<file path="config.mk">
export PLATFORM = sky130hd
export DESIGN_NAME = sram_arbiter
export DESIGN_NICKNAME = d
export VERILOG_FILES = /design/src/rtl/sram_arbiter.sv
export SDC_FILE = /design/constraint.sdc
export NUM_CORES = 1
export LEC_CHECK = 0
export CORE_ASPECT_RATIO = 1.75
export CORE_MARGIN = 5
export CORE_UTILIZATION = 39
export CTS_BUF_LIST = sky130_fd_sc_hd__clkbuf_16
export CTS_CLUSTER_SIZE = 8
export DETAILED_ROUTE_END_ITERATION = 7
export PLACE_DENSITY = 0.85
export SLEW_MARGIN = 20
export SYNTH_ARGS = -nofsm -noshare
export SYNTH_HDL_FRONTEND = slang
export SYNTH_SLANG_ARGS = --single-unit
</file>
<file path="constraint.sdc">
create_clock -name clk -period 3.7 [get_ports clk]
set_input_delay 1.11 -clock clk [delete_from_list [all_inputs] [get_ports clk]]
set_output_delay 1.11 -clock clk [all_outputs]
set_load 0.02 [all_outputs]
</file>
<file path="src/rtl/sram_arbiter.sv">
// Arbitrates one priority read port and NUM_WR_CH round-robin write ports onto a
// single-ported SRAM, with write starvation protection and a read-data valid strobe.
module sram_arbiter #(
    parameter int NUM_WR_CH  = 2,
    parameter int ADDR_W     = 20,
    parameter int DATA_W     = 16,
    parameter int RD_LATENCY = 2,
    parameter int MAX_WAIT   = 15
) (
    input  logic                      clk,
    input  logic                      rst,
    input  logic                      rd_valid,
    output logic                      rd_ready,
    input  logic [ADDR_W-1:0]         rd_addr,
    output logic                      rd_data_valid,
    output logic [DATA_W-1:0]         rd_data,
    input  logic [NUM_WR_CH-1:0]      wr_valid,
    output logic [NUM_WR_CH-1:0]      wr_ready,
    input  logic [NUM_WR_CH*ADDR_W-1:0] wr_addr,
    input  logic [NUM_WR_CH*DATA_W-1:0] wr_data,
    output logic                      sram_read_enable,
    output logic [ADDR_W-1:0]         sram_r_addr,
    input  logic [DATA_W-1:0]         sram_rd_data,
    output logic                      sram_write_enable,
    output logic [ADDR_W-1:0]         sram_w_addr,
    output logic [DATA_W-1:0]         sram_w_data,
    output logic [2:0]                grant_ch
);

    localparam int PTR_W  = (NUM_WR_CH > 1) ? $clog2(NUM_WR_CH) : 1;
    localparam int WAIT_W = (MAX_WAIT > 0) ? $clog2(MAX_WAIT + 1) : 1;
    localparam logic [WAIT_W-1:0] WAIT_MAX = WAIT_W'(MAX_WAIT);
    localparam logic [PTR_W-1:0]  PTR_RST  = PTR_W'(NUM_WR_CH - 1);
    localparam logic [PTR_W:0]    NUM_CH   = (PTR_W + 1)'(NUM_WR_CH);

    logic [PTR_W-1:0]      ptr_q, ptr_d;
    logic [WAIT_W-1:0]     waitCnt_q, waitCnt_d;
    logic [RD_LATENCY-1:0] rdPipe_q;
    logic                  sramRdEn_q, sramWrEn_q;
    logic [ADDR_W-1:0]     sramRAddr_q, sramWAddr_q;
    logic [DATA_W-1:0]     sramWData_q;
    logic                  rdDataValid_q;
    logic [DATA_W-1:0]     rdData_q;
    logic [PTR_W-1:0]      grantCh_q;

    logic [PTR_W-1:0] winCh;
    logic             winFound;
    logic [PTR_W:0]   idx;
    logic             anyWr, forceWr, wrGo, rdHs;

    // Round-robin search starting one past the last granted channel.
    always_comb begin
        winCh    = ptr_q;
        winFound = 1'b0;
        idx      = '0;
        for (int i = 1; i <= NUM_WR_CH; i++) begin
            idx = {1'b0, ptr_q} + (PTR_W + 1)'(i);
            if (idx >= NUM_CH) begin
                idx = idx - NUM_CH;
            end
            if (!winFound && wr_valid[idx[PTR_W-1:0]]) begin
                winFound = 1'b1;
                winCh    = idx[PTR_W-1:0];
            end
        end
    end

    // Reads win unless a pending write has been blocked for MAX_WAIT cycles.
    always_comb begin
        anyWr     = |wr_valid;
        forceWr   = (MAX_WAIT != 0) && (waitCnt_q == WAIT_MAX) && anyWr;
        rd_ready  = !forceWr;
        rdHs      = rd_valid && rd_ready;
        wrGo      = anyWr && (forceWr || !rd_valid);
        wr_ready  = '0;
        if (wrGo) begin
            wr_ready[winCh] = 1'b1;
        end
        ptr_d     = wrGo ? winCh : ptr_q;
        waitCnt_d = waitCnt_q;
        if (wrGo || !anyWr) begin
            waitCnt_d = '0;
        end else if (waitCnt_q != WAIT_MAX) begin
            waitCnt_d = waitCnt_q + 1'b1;
        end
    end

    always_ff @(posedge clk or posedge rst) begin
        if (rst) begin
            ptr_q         <= PTR_RST;
            waitCnt_q     <= '0;
            rdPipe_q      <= '0;
            sramRdEn_q    <= 1'b0;
            sramWrEn_q    <= 1'b0;
            sramRAddr_q   <= '0;
            sramWAddr_q   <= '0;
            sramWData_q   <= '0;
            rdDataValid_q <= 1'b0;
            rdData_q      <= '0;
            grantCh_q     <= '0;
        end else begin
            ptr_q      <= ptr_d;
            waitCnt_q  <= waitCnt_d;
            sramRdEn_q <= rdHs;
            sramWrEn_q <= wrGo;
            if (rdHs) begin
                sramRAddr_q <= rd_addr;
            end
            if (wrGo) begin
                sramWAddr_q <= wr_addr[winCh*ADDR_W +: ADDR_W];
                sramWData_q <= wr_data[winCh*DATA_W +: DATA_W];
                grantCh_q   <= winCh;
            end
            // Tag reaches the last stage in the cycle the SRAM data is valid.
            rdPipe_q[0] <= sramRdEn_q;
            for (int k = 1; k < RD_LATENCY; k++) begin
                rdPipe_q[k] <= rdPipe_q[k-1];
            end
            rdDataValid_q <= rdPipe_q[RD_LATENCY-1];
            if (rdPipe_q[RD_LATENCY-1]) begin
                rdData_q <= sram_rd_data;
            end
        end
    end

    assign sram_read_enable  = sramRdEn_q;
    assign sram_r_addr       = sramRAddr_q;
    assign sram_write_enable = sramWrEn_q;
    assign sram_w_addr       = sramWAddr_q;
    assign sram_w_data       = sramWData_q;
    assign rd_data_valid     = rdDataValid_q;
    assign rd_data           = rdData_q;
    assign grant_ch          = 3'(grantCh_q);

endmodule

</file>
==> results.json <==
{
  "vias": 2696,
  "cap_violations": 0,
  "clockBufferDepth": 2,
  "fin_nets": 581,
  "ant_nets": 0,
  "cp_data_arrival_time_ns": 2.40,
  "drcViolationCount": 0,
  "fin_crit_ns": 3.51,
  "tightest_slew_ns": 0.731,
  "p_leak_nw": 2.57,
  "root_buffer": "clkbuf_16",
  "power_density_nw_per_um2": 457,
  "final_area_um2": 5820,
  "hold_class": "reg -> reg",
  "max_freq_mhz": 285,
  "cts_hold_buf": 0,
  "final-setup-viol-count": 0,
  "vias_per_cell": 4.55,
  "grt.overflow.total": 0,
  "die_w_um": 82.2,
  "critPathLaunchType": "input port",
  "synth-warning-count": 0,
  "ys_types": 28,
  "antennaDiodeCount": 0,
  "wl_per_cell_um": 16.0,
  "area_delta_synth_final_pct": 63.5,
  "initial_utilization_pct": 39.7,
  "post-place-ws_ns": -0.0988,
  "final_hold_viol_count": 0,
  "dr.pass1.iters": 3,
  "ff2ff_path_depth": 6,
  "cp_max_fo": 4,
  "outcome": "completed",
  "drv_slew": 0,
  "fp.dieH_um": 136,
  "cts_tree": "yes",
  "antenna_found_initial": 0,
  "io_pins": 194,
  "clk_pin_slew_ns": 0.06,
  "holdPathStages": 0,
  "ir_worst_vdd_v": 0.000285,
  "coreArea_um2": 8980,
  "drive_above_1_share_pct": 14.8,
  "dp_hpwl_mm": 7.67,
  "grtUsageTotal_pct": 17.2,
  "syn_area_per_cell_um2": 13.1,
  "endpoint_kind": "output port",
  "place_inst": 576,
  "finClkSkew_ns": 0.00574,
  "required_ns": 2.59,
  "drtIter0Drc": 53,
  "relSlewSlack_pct": 51.2,
  "setup_slack_ns": 0.185,
  "cts_htree_levels": 3,
  "finalNonFillerCells": 592,
  "syn_inst": 271,
  "holdWs_ns": 0.344,
  "syn-cell-area_um2": 3560,
  "dpl-instance-area_um2": 5550,
  "cts_buffers": 9,
  "rows": 46,
  "total_power_mw": 2.66,
  "place_congestion": 0.771,
  "path_class": "in -> out",
  "grt_pass1_vias": 2911,
  "io_buffers": 191,
  "synth-seq-area-share_pct": 58.4,
  "grt_max_degree": 53,
  "drt-total-wl_mm": 9.45,
  "grt_pass1_wl_mm": 14.5,
  "clock-sinks": 83,
  "rsz0062_at_grt": "no",
  "die_area_um2": 11200,
  "min_period_over_period_pct": 95.0,
  "clk_latency_ns": 0.32,
  "cts_setup_buffers": 0,
  "ys_ff_latch": 83
}
Yosys cell counts:
cell type | n | area share [%]
dfrtp_1 | 82 | 58
conb_1 | 1 | 0.11
o21ai_0 | 18 | 2.5
mux2_2 | 17 | 5.4
xnor2_1 | 1 | 0.25
nor2_2 | 1 | 0.18
a21o_2 | 1 | 0.25
ha_1 | 1 | 0.35
or2_4 | 1 | 0.25
xor2_1 | 1 | 0.25
buf_6 | 7 | 2.2
buf_2 | 3 | 0.42
buf_4 | 4 | 0.84
a21o_1 | 2 | 0.42
nand3b_1 | 1 | 0.21
and2_1 | 1 | 0.18
o21ai_1 | 19 | 2.7
dfstp_2 | 1 | 0.74
nand3_2 | 1 | 0.28
inv_1 | 4 | 0.42
mux2_4 | 19 | 8.0
buf_12 | 2 | 1.1
nand2_1 | 37 | 3.9
mux2i_1 | 36 | 10
clkbuf_1 | 3 | 0.32
nor2_1 | 5 | 0.53
nand2_4 | 1 | 0.32
nand3_1 | 1 | 0.14
where the power goes:
part / leakage (nW) / total, mW / switching (mW) / internal [mW]
clock network: 0.131 / 0.790 / 0.338 / 0.451
logic: 1.44 / 0.780 / 0.357 / 0.423
registers: 0.998 / 1.09 / 0.0663 / 1.02
total: 2.57 / 2.66 / 0.762 / 1.90
what timing repair did:
item,CTS,global route
endpoints found under the hold margin,0,0
gates resized for setup,3,0
endpoints found under the setup margin,3,0
area by class of cell:
| cell class | count | area [µm²] |
|---|---|---|
| Clock inverter | 7 | 45.0 |
| Timing Repair Buffer | 203 | 2000 |
| Clock buffer | 9 | 225 |
| Multi-Input combinational cell | 166 | 1310 |
| Tap cell | 120 | 150 |
| Fill cell | 713 | 3160 |
| Inverter | 4 | 16.3 |
| Sequential cell | 83 | 2080 |
cell families after synthesis:
family | count (synthesis) | share of synthesized area, %
AO/OA/AOI/OAI | 40 | 5.87
multiplexers | 72 | 23.5
flip-flops | 83 | 58.4
buffers and inverters | 23 | 5.34
adder cells (fa/ha/maj) | 1 | 0.351
other | 1 | 0.105
XOR/XNOR | 2 | 0.492
AND/OR/NAND/NOR | 49 | 5.97
critical path, cell delays in order:
cell and delay (ns):
clkdlybuf4s50_1 0.49, nor2_1 0.07, a21o_2 0.22, inv_1 0.07, and2_1 0.11, dlygate4sd2_1 0.33
flip-flops by register name (all words and copies together) (netlist names):
register	cells
waitCnt_q	4
sram_read_enable	1
rd_data_valid	1
sram_w_addr	20
rdPipe_q	2
sram_r_addr	20
sram_w_data	16
grantCh_q	1
sram_write_enable	1
rd_data	16
ptr_q	1
placed cells by master, fill, tap and decap left out, types with 2 or more instances in the layout:
cell             count
mux2i_1             36
clkinvlp_4           2
nand2_1             37
dfrtp_1             82
inv_1                4
o21ai_1             18
clkbuf_16            9
o21ai_0             18
clkinv_2             2
mux2_2              17
dlygate4sd2_1        3
a21o_1               2
mux2_4              19
clkdlybuf4s50_1    188
conb_1               2
buf_4               12
nor2_1               5
layer usage:
| layer | up-vias | track usage (%) | wire [µm] |
|---|---|---|---|
| met1 | 1281 | 18.1 | 3270 |
| met4 | 0 | 6.28 | 174 |
| met2 | 98 | 31.9 | 5460 |
| met5 | - | 0 | 0 |
| met3 | 10 | 3.78 | 549 |
| li1 | 1307 | - | - |
per-stage QoR:
| stage | util, % | setup TNS (ns) |
|---|---|---|
| floorplan | - | 0 |
| global placement | 61.9 | -0.123 |
| detailed placement | 61.9 | -0.156 |
| CTS | 64.8 | 0 |
| global route | 64.8 | 0 |
| finish | 64.8 | 0 |
path summary, 6_finish.rpt:
| path | to | slack, ns | from |
|---|---|---|---|
| min in group asynchronous | sram_r_addr[8]$_DFFE_PP0P_ | 1.21 | rst |
| worst min-delay path | rdPipe_q[1]$_DFF_PP0_ | 0.34 | rdPipe_q[0]$_DFF_PP0_ |
| worst min register to register | rdPipe_q[1]$_DFF_PP0_ | 0.34 | rdPipe_q[0]$_DFF_PP0_ |
| worst max-delay path | wr_ready[0] | 0.19 | wr_valid[1] |
| max in group asynchronous | sram_w_data[6]$_DFFE_PP0P_ | 1.70 | rst |
| worst max register to register | sram_r_addr[9]$_DFFE_PP0P_ | 1.81 | waitCnt_q[0]$_DFFE_PP0P_ |
Power figures use the tool's default switching activity.
